File: config.mk
export PLATFORM = sky130hd
export DESIGN_NAME = risc_ctrl_fsm
export DESIGN_NICKNAME = d
export VERILOG_FILES = /design/src/rtl/risc_pkg.sv /design/src/rtl/risc_instr_decode.sv /design/src/rtl/risc_ctrl_fsm.sv
export SDC_FILE = /design/constraint.sdc
export NUM_CORES = 1
export LEC_CHECK = 0
export BUFFER_PORTS_ARGS = -buffer_cell sky130_fd_sc_hd__buf_2
export CAP_MARGIN = 10
export CORE_MARGIN = 3
export CORE_UTILIZATION = 51
export CTS_BUF_LIST = sky130_fd_sc_hd__clkbuf_4
export CTS_CLUSTER_SIZE = 40
export DETAILED_ROUTE_END_ITERATION = 7
export GPL_ROUTABILITY_DRIVEN = 0
export PLACE_DENSITY = 0.82
export SYNTH_ARGS = -nofsm -noshare
export SYNTH_HDL_FRONTEND = slang
export SYNTH_SLANG_ARGS = --single-unit
export TNS_END_PERCENT = 1
File: constraint.sdc
create_clock -name clk -period 1.7 [get_ports clk]
set_input_delay 0.34 -clock clk [delete_from_list [all_inputs] [get_ports clk]]
set_output_delay 0.34 -clock clk [all_outputs]
set_load 0.05 [all_outputs]
File: src/rtl/risc_pkg.sv
// Shared definitions for the 8-bit RISC core: opcodes, ALU encoding,
// control FSM states and instruction field positions.
package risc_pkg;

  localparam logic [3:0] OP_NOP = 4'h0;
  localparam logic [3:0] OP_ADD = 4'h1;
  localparam logic [3:0] OP_SUB = 4'h2;
  localparam logic [3:0] OP_AND = 4'h3;
  localparam logic [3:0] OP_OR  = 4'h4;
  localparam logic [3:0] OP_XOR = 4'h5;
  localparam logic [3:0] OP_LDI = 4'h6;
  localparam logic [3:0] OP_MOV = 4'h7;
  localparam logic [3:0] OP_JMP = 4'h8;
  localparam logic [3:0] OP_HLT = 4'hF;

  localparam logic [2:0] ALU_ADD    = 3'd0;
  localparam logic [2:0] ALU_SUB    = 3'd1;
  localparam logic [2:0] ALU_AND    = 3'd2;
  localparam logic [2:0] ALU_OR     = 3'd3;
  localparam logic [2:0] ALU_XOR    = 3'd4;
  localparam logic [2:0] ALU_PASS_A = 3'd5;

  // LSB positions; imm8 overlaps rs1/rs2 by design of the encoding
  localparam int OPC_LSB = 12;
  localparam int RD_LSB  = 9;
  localparam int RS1_LSB = 6;
  localparam int RS2_LSB = 3;
  localparam int IMM_LSB = 0;

  typedef enum logic [2:0] {
    ST_FETCH     = 3'd0,
    ST_DECODE    = 3'd1,
    ST_EXECUTE   = 3'd2,
    ST_WRITEBACK = 3'd3,
    ST_HALT      = 3'd4
  } state_t;

endpackage

File: src/rtl/risc_instr_decode.sv
// Combinational decode of the latched instruction word into register
// addresses, immediate, ALU operation and instruction class flags.
module risc_instr_decode
  import risc_pkg::*;
(
  input  logic [15:0] instr,
  output logic [2:0]  alu_op,
  output logic [2:0]  rd,
  output logic [2:0]  rs1,
  output logic [2:0]  rs2,
  output logic [7:0]  imm8,
  output logic        is_alu,
  output logic        is_ldi,
  output logic        is_jmp,
  output logic        is_hlt,
  output logic        is_illegal
);

  logic [3:0] opc;

  assign opc  = instr[OPC_LSB +: 4];
  assign rd   = instr[RD_LSB  +: 3];
  assign rs1  = instr[RS1_LSB +: 3];
  assign rs2  = instr[RS2_LSB +: 3];
  assign imm8 = instr[IMM_LSB +: 8];

  // MOV is routed through the ALU as PASS_A so it shares the EXECUTE path
  always_comb begin
    alu_op     = ALU_ADD;
    is_alu     = 1'b0;
    is_ldi     = 1'b0;
    is_jmp     = 1'b0;
    is_hlt     = 1'b0;
    is_illegal = 1'b0;
    case (opc)
      OP_NOP: begin end
      OP_ADD: begin is_alu = 1'b1; alu_op = ALU_ADD;    end
      OP_SUB: begin is_alu = 1'b1; alu_op = ALU_SUB;    end
      OP_AND: begin is_alu = 1'b1; alu_op = ALU_AND;    end
      OP_OR:  begin is_alu = 1'b1; alu_op = ALU_OR;     end
      OP_XOR: begin is_alu = 1'b1; alu_op = ALU_XOR;    end
      OP_MOV: begin is_alu = 1'b1; alu_op = ALU_PASS_A; end
      OP_LDI: is_ldi = 1'b1;
      OP_JMP: is_jmp = 1'b1;
      OP_HLT: is_hlt = 1'b1;
      default: is_illegal = 1'b1;
    endcase
  end

endmodule

File: src/rtl/risc_ctrl_fsm.sv
// Multicycle fetch/decode/execute/writeback controller; owns the PC.
// Optional RISC_CTRL_PERF_EN adds a saturating retired-instruction counter.
module risc_ctrl_fsm
  import risc_pkg::*;
#(
  parameter int PC_W = 8
) (
  input  logic            clk,
  input  logic            rst_n,
  output logic            imem_req,
  output logic [PC_W-1:0] imem_addr,
  input  logic [15:0]     imem_rdata,
  input  logic            imem_valid,
  output logic [2:0]      rf_rd_addr1,
  output logic [2:0]      rf_rd_addr2,
  output logic [2:0]      rf_wr_addr,
  output logic            rf_we,
  output logic            rf_wsel,
  output logic [7:0]      rf_imm,
  output logic [2:0]      alu_op,
  output logic [PC_W-1:0] pc,
`ifdef RISC_CTRL_PERF_EN
  output logic [15:0]     retired_cnt,
`endif
  output logic            halted,
  output logic            illegal
);

  state_t      st, st_nxt;
  logic [15:0] ir;
  logic        armed;
  logic        accept;
  logic [7:0]  dec_imm;
  logic        dec_alu, dec_ldi, dec_jmp, dec_hlt, dec_ill;

  risc_instr_decode u_dec (
    .instr      (ir),
    .alu_op     (alu_op),
    .rd         (rf_wr_addr),
    .rs1        (rf_rd_addr1),
    .rs2        (rf_rd_addr2),
    .imm8       (dec_imm),
    .is_alu     (dec_alu),
    .is_ldi     (dec_ldi),
    .is_jmp     (dec_jmp),
    .is_hlt     (dec_hlt),
    .is_illegal (dec_ill)
  );

  // armed keeps imem_req low for the first cycle out of reset
  assign imem_req  = armed && (st == ST_FETCH);
  assign accept    = imem_req && imem_valid;
  assign imem_addr = pc;
  assign rf_we     = (st == ST_WRITEBACK);
  assign rf_wsel   = dec_ldi;
  assign rf_imm    = dec_imm;
  assign halted    = (st == ST_HALT);

  always_ff @(posedge clk or negedge rst_n) begin
    if (!rst_n) begin
      st    <= ST_FETCH;
      armed <= 1'b0;
    end else begin
      st    <= st_nxt;
      armed <= 1'b1;
    end
  end

  always_comb begin
    st_nxt = st;
    case (st)
      ST_FETCH:     if (accept) st_nxt = ST_DECODE;
      ST_DECODE: begin
        if (dec_hlt)      st_nxt = ST_HALT;
        else if (dec_alu) st_nxt = ST_EXECUTE;
        else if (dec_ldi) st_nxt = ST_WRITEBACK;
        else              st_nxt = ST_FETCH;
      end
      ST_EXECUTE:   st_nxt = ST_WRITEBACK;
      ST_WRITEBACK: st_nxt = ST_FETCH;
      ST_HALT:      st_nxt = ST_HALT;
      default:      st_nxt = ST_FETCH;
    endcase
  end

  always_ff @(posedge clk or negedge rst_n) begin
    if (!rst_n) begin
      ir <= '0;
    end else if (accept) begin
      ir <= imem_rdata;
    end
  end

  // JMP in DECODE overrides the increment taken at fetch
  always_ff @(posedge clk or negedge rst_n) begin
    if (!rst_n) begin
      pc <= '0;
    end else if (accept) begin
      pc <= pc + PC_W'(1);
    end else if (st == ST_DECODE && dec_jmp) begin
      pc <= PC_W'(dec_imm);
    end
  end

  always_ff @(posedge clk or negedge rst_n) begin
    if (!rst_n) begin
      illegal <= 1'b0;
    end else if (st == ST_DECODE && dec_ill) begin
      illegal <= 1'b1;
    end
  end

`ifdef RISC_CTRL_PERF_EN
  logic retire;

  assign retire = (st_nxt == ST_FETCH) && (st == ST_DECODE || st == ST_WRITEBACK);

  always_ff @(posedge clk or negedge rst_n) begin
    if (!rst_n) begin
      retired_cnt <= '0;
    end else if (retire && retired_cnt != 16'hFFFF) begin
      retired_cnt <= retired_cnt + 16'd1;
    end
  end
`endif

endmodule
Word-level counts from Yosys, hierarchy flattened
Index checks and enable logic that the tools add are counted.
{ "op_classes": {"add_sub_neg": 1, "eq_ne": 14, "n_mux": 13, "n_reduce_logical": 9} }
{ "ops": {"columns": ["operator", "count"], "rows": [
  ["== test 4 x 3 -> 1 bit, second input constant", 4],
  ["2-to-1 mux 8 bit", 2],
  ["case mux 3 bit (5 select lines)", 1],
  ["case mux 3 bit (4 select lines)", 1],
  ["OR reduction 10 bit", 1],
  ["adder 8 x 1 -> 8 bit, second input constant", 1],
  ["== test 4 x 2 -> 1 bit, second input constant", 2],
  ["== test 4 bit, second input constant", 2],
  ["== test 3 x 2 -> 1 bit, second input constant", 2],
  ["2-to-1 mux 3 bit", 2],
  ["OR reduction 6 bit", 1],
  ["2-to-1 mux 1 bit", 5],
  ["== test 4 x 1 -> 1 bit, second input constant", 1],
  ["logical AND 1 bit", 4],
  ["logical NOT 4 bit", 1],
  ["2-to-1 mux 2 bit", 2],
  ["== test 3 x 1 -> 1 bit, second input constant", 1],
  ["== test 3 bit, second input constant", 1],
  ["logical NOT 3 bit", 1],
  ["!= test 2 bit, second input constant", 1],
  ["nonzero test 2 bit", 1]
]} }
{ "word_totals": {"register_bits": 29, "inputBits": 19, "out_inout_bits": 41, "word_cells": 42} }

Longest topological paths before layout
{ "depth": {"depth_word": 6, "depth_mapped": 7, "mapped_depth_nobuf": 5} }

Modules after synthesis
From an unflattened synthesis, not the netlist that was laid out.
{ "hier_totals": {"hier_cells": 184, "area_unflattened_um2": 1656.6} }
{ "modules_own_cells": {"columns": ["mod", "instances", "cells_per_inst", "area_each_um2", "seq_area_each_um2"], "rows": [
  ["risc_ctrl_fsm", 1, 151, 1431.4, 725.7],
  ["risc_instr_decode", 1, 33, 225.2, 0.0]
]} }

Worst setup path before layout
No wires, ideal clock.
{ "synth_path": {"path_type": "flip-flop to flip-flop", "from": "register ir[14]", "to": "register st[0]", "arrival_ns": 2.494, "required_time_ns": 1.622, "setup_slack_ns": -0.872, "stages_incl_launch_ff": 5, "path_buffers": 1, "period_less_slack_ns": 2.572, "path_cell_list": "dfrtp_1 > clkbuf_1 > nor4bb_1 > nand3b_1 > a21oi_1"} }
{ "synth_between": {"elab_chain_len": 6} }
{ "synth_rtl": {"columns": ["item", "line_no", "source"], "rows": [
  ["from (decl)", "risc_ctrl_fsm.sv:30", "logic [15:0] ir;"],
  ["from (signal assigned)", "risc_ctrl_fsm.sv:90", "ir <= imem_rdata;"],
  ["== test 4 x 3 -> 1 bit", "risc_instr_decode.sv:35", "case (opc)"],
  ["2-to-1 mux 1 bit", "risc_instr_decode.sv:35", null],
  ["net rf_wsel", "risc_ctrl_fsm.sv:18", "output logic rf_wsel,"],
  ["2-to-1 mux 2 bit", "risc_ctrl_fsm.sv:76", "else if (dec_ldi) st_nxt = ST_WRITEBACK;"],
  ["2-to-1 mux 2 bit", "risc_ctrl_fsm.sv:75", "else if (dec_alu) st_nxt = ST_EXECUTE;"],
  ["2-to-1 mux 3 bit", "risc_ctrl_fsm.sv:74", "if (dec_hlt) st_nxt = ST_HALT;"],
  ["case mux 3 bit (4 select lines)", "risc_ctrl_fsm.sv:71", "case (st)"],
  ["to (signal assigned)", "risc_ctrl_fsm.sv:64", "st <= st_nxt;"],
  ["to (decl)", "risc_ctrl_fsm.sv:29", "state_t st, st_nxt;"]
]} }
The timed path passes the listed nets, and every way through them passes these cells.
A chain may end at the register's enable or synchronous reset.

Worst setup path after layout
{ "layout_path": {"from": "register ir[13]", "to": "output alu_op[0]"} }
{ "layout_between": {"elab_chain_len": 2} }
{ "layout_rtl": {"columns": ["item", "line_no", "source"], "rows": [
  ["== test 4 x 3 -> 1 bit or == test 4 x 2 -> 1 bit (tied branches)", "risc_instr_decode.sv:35", null],
  ["case mux 3 bit (5 select lines) *", "risc_instr_decode.sv:35", null],
  ["to (decl)", "risc_ctrl_fsm.sv:20", "output logic [2:0] alu_op,"]
]} }
Every way passes the cells marked *; elsewhere a longest branch is shown, timed or not.

==> impl_metrics.yaml <==
clock_network:
  cts.hold.buffers_added: 0
  clk_latency_ns: 0.32
  tritoncts_clock_tree: "built"
  htree_levels: 2
  cts_num_sinks: 29
  cts-root-buf: "sky130_fd_sc_hd__clkbuf_4"
  cts-buffers-inserted: 5
  clock_tree.buffer_depth: 2
  clk_transition_reported_paths_ns: 0.09
synthesis:
  postSynthCellCount: 184
  yosys.area.top_type: "sky130_fd_sc_hd__dfrtp_1"
  seq_area_frac_synth_pct: 45.2
  postSynthAreaPerCell_um2: 8.73
  post_synth_main_area_contributors: "sky130_fd_sc_hd__dfrtp_1, sky130_fd_sc_hd__nand2_1, sky130_fd_sc_hd__buf_4, sky130_fd_sc_hd__nor2_1, sky130_fd_sc_hd__a21oi_1"
  ys_seq_elements: 29
  synth.distinct_cells: 38
  synth.cell_area_mm2: 0.00161
  synthDominantCellAreaShare_pct: 45.2
  synth_fp_nets: 204
  synthesis_warning_total: 0
timing:
  setup_repair_after_global_routing_missed_its_margin: "yes"
  finalClockSkew_ns: 0.00917
  slew_violations: 0
  slew_headroom_pct: 57.2
  final_critical_path_share_of_the_clock_period_pct: 99.5
  finalSetupViolations: 0
  final_period_minus_worst_setup_slack_ns: 1.69
  fmaxAchievable_ghz: 0.591
  setup-tns-final_ns: 0
  max_slew.worst_pin.slew_ns: 0.642
  finalHoldViolCount: 0
worst_setup_path:
  r2r_cells: 4
  worst_r2r_endpoint: "imem_addr[2]$_DFFE_PN0P_"
  critical_path.startpoint: "ir[13]$_DFFE_PN0P_"
  cp-end-kind: "primary output"
  crit_path_max_incr_delay_ns: 0.46
  worst-r2r-setup-slack_ns: 0.07
  cp_data_required_time_ns: 1.36
  r2r-start: "ir[12]$_DFFE_PN0P_"
  worstSetupPathType: "reg2out"
  critical-path-slowest-cell: "sky130_fd_sc_hd__dfrtp_2"
  endpoint: "alu_op[0]"
  crit_fanout: 8
  critical_path_arrival_ns: 1.35
  cp_cell_sequence: "xnor2_1 > o21a_1 > nor2_2 > buf_6"
  critPathLaunchType: "flop"
drt:
  routed-via-count: 1382
  avgRoutedWirePerCell_um: 13.0
  ant_nets: 0
  wl_um: 3500
  detailedRoute.firstPassIterationCount: 4
  drc_errors: 0
  initialDrtViolationCount: 69
  via_density_per_instance: 5.12
outcome:
  run_status: "finished, final reports clean"
floorplan:
  floorplan.die_area_mm2: 0.00386
  pin_count: 60
  coreArea_mm2: 0.00288
  initial_core_util_pct: 55.9
  chipWidth_um: 62.1
  die_height_um: 62.1
  placementRows: 19
place:
  buffer_ports.inserted: 59
  detailed_place_hpwl_um: 2550
  postPlaceCellArea_mm2: 0.00178
min_path:
  worst_hold_path_type: "in2async"
layout:
  drive_above_1_share_pct: 40.4
  syn_to_final_growth_pct: 19.9
  multi_input_area_um2: 666
  layout.core_utilization_pct: 67.0
  ff_latch_area_um2: 731
  finish.net_count: 247
  fill_cells: 248
  antennaDiodeCount: 0
  layout.cell_area.non_filler_mm2: 0.00193
grt:
  residual_overflow_from_global_routing: 0
  antenna_found_initial: 0
  pin_count_of_the_biggest_net_entering_global_routing: 30
  all_layer_global_routing_usage_pct: 18.3
  grt_first_pass_wirelength_um: 5750
  first_global_vias: 1238
run:
  drv.max_cap_violation_count: 0
## how the worst min path moves through the flow
stage,startpoint,to,slack (ns),cells after the start
floorplan,rst_n,armed$_DFF_PN0_,0.04,0
global placement,rst_n,imem_addr[5]$_DFFE_PN0P_,0.41,1
detailed placement,rst_n,imem_addr[7]$_DFFE_PN0P_,0.39,1
CTS,rst_n,ir[4]$_DFFE_PN0P_,0.04,1
global route,rst_n,imem_addr[1]$_DFFE_PN0P_,0.07,1
finish,rst_n,imem_addr[5]$_DFFE_PN0P_,0.03,1
## cell families (layout without fill, tap and decap cells)
family	count (synthesis)	in the layout	share of synthesized area (%)
flops	29	29	45.2
xor+xnor	1	1	0.545
fa+ha+maj	1	1	0.779
other cells	1	1	0.233
buf+inv	36	80	15.8
simple gates	89	89	25.5
compound gates	27	27	12.0
## metal layers
metal / part of all wire [%] / track usage [%] / vias up
li1: - / - / 678
met1: 44 / 24.6 / 643
met2: 48 / 27.7 / 53
met3: 7.0 / 4.68 / 8
met4: 1.6 / 8.56 / 0
met5: 0 / 0 / -
## state kept, by name, summed over array words and instances, names as in the netlist
register,cells
st,3
armed,1
imem_addr,8
illegal,1
ir,16
## per-stage QoR
step | hold WS, ns | cells | setup slack, ns
after global routing | 0.0730 | 270 | -0.0870
after global placement | 0.407 | 260 | 0.135
after detailed placement | 0.395 | 260 | 0.0584
after floorplan | 0.0444 | 184 | -0.317
after CTS | 0.0393 | 269 | -0.0363
final | 0.0300 | 270 | 0.00790
## layout by cell type, fill, tap and decap left out, types with 2 or more instances in the layout
cell and count:
sky130_fd_sc_hd__nand2_1 57, sky130_fd_sc_hd__buf_2 53, sky130_fd_sc_hd__dfrtp_1 25, sky130_fd_sc_hd__nor2_1 11, sky130_fd_sc_hd__a21oi_1 9, sky130_fd_sc_hd__buf_4 9, sky130_fd_sc_hd__buf_6 7, sky130_fd_sc_hd__clkbuf_4 6
sky130_fd_sc_hd__nand3_1 5, sky130_fd_sc_hd__dfrtp_2 4, sky130_fd_sc_hd__inv_1 3, sky130_fd_sc_hd__o21ai_1 3, sky130_fd_sc_hd__o211ai_1 3, sky130_fd_sc_hd__nand3b_1 2, sky130_fd_sc_hd__nor2_2 2, sky130_fd_sc_hd__nor3_1 2
sky130_fd_sc_hd__clkinv_2 2
## area by class of cell
class	instances	area share [%]
inverter	3	0.584
timing repair buffer	69	21.4
sequential	29	37.9
clock inverter	2	0.519
clock buffer	6	2.34
multi-input combinational	119	34.5
tap	42	2.73
## Yosys cell counts (all sizes together)
cell      n
conb      1
buf      30
a311oi    1
dfrtp    29
nor2     13
nand3     5
o21a      1
a21oi     9
o21ai     3
o32ai     2
nor4      1
and4bb    1
nand4bb   1
a31oi     1
nand4     1
nor3b     1
nand2    58
inv       3
o211ai    3
nor3      2
ha        1
o22ai     1
nor4b     1
o311ai    1
nand3b    2
or3       1
xnor2     1
a21o      1
a31o      1
a22o      1
and2      1
a211oi    1
o21bai    1
nor4bb    1
clkbuf    3
## what timing repair did
item / in CTS / in global routing
setup buffers: 1 / 1
pin swaps: 1 / 3
gates resized for setup: 12 / 13
hold endpoints to repair: 0 / 0
endpoints found under the setup margin: 5 / 7
## worst max-delay path, delay by kind of cell (launching register included)
kind | cells | cell delay (ns)
DFF | 1 | 0.46
buffers and inverters | 1 | 0.16
and+or+nand+nor | 1 | 0.09
AOI/OAI and AO/OA | 1 | 0.18
xor gates and xnor gates | 1 | 0.14
Power is not shown: default switching activity piles up to over one toggle a cycle in this logic, so the estimate is an artifact.
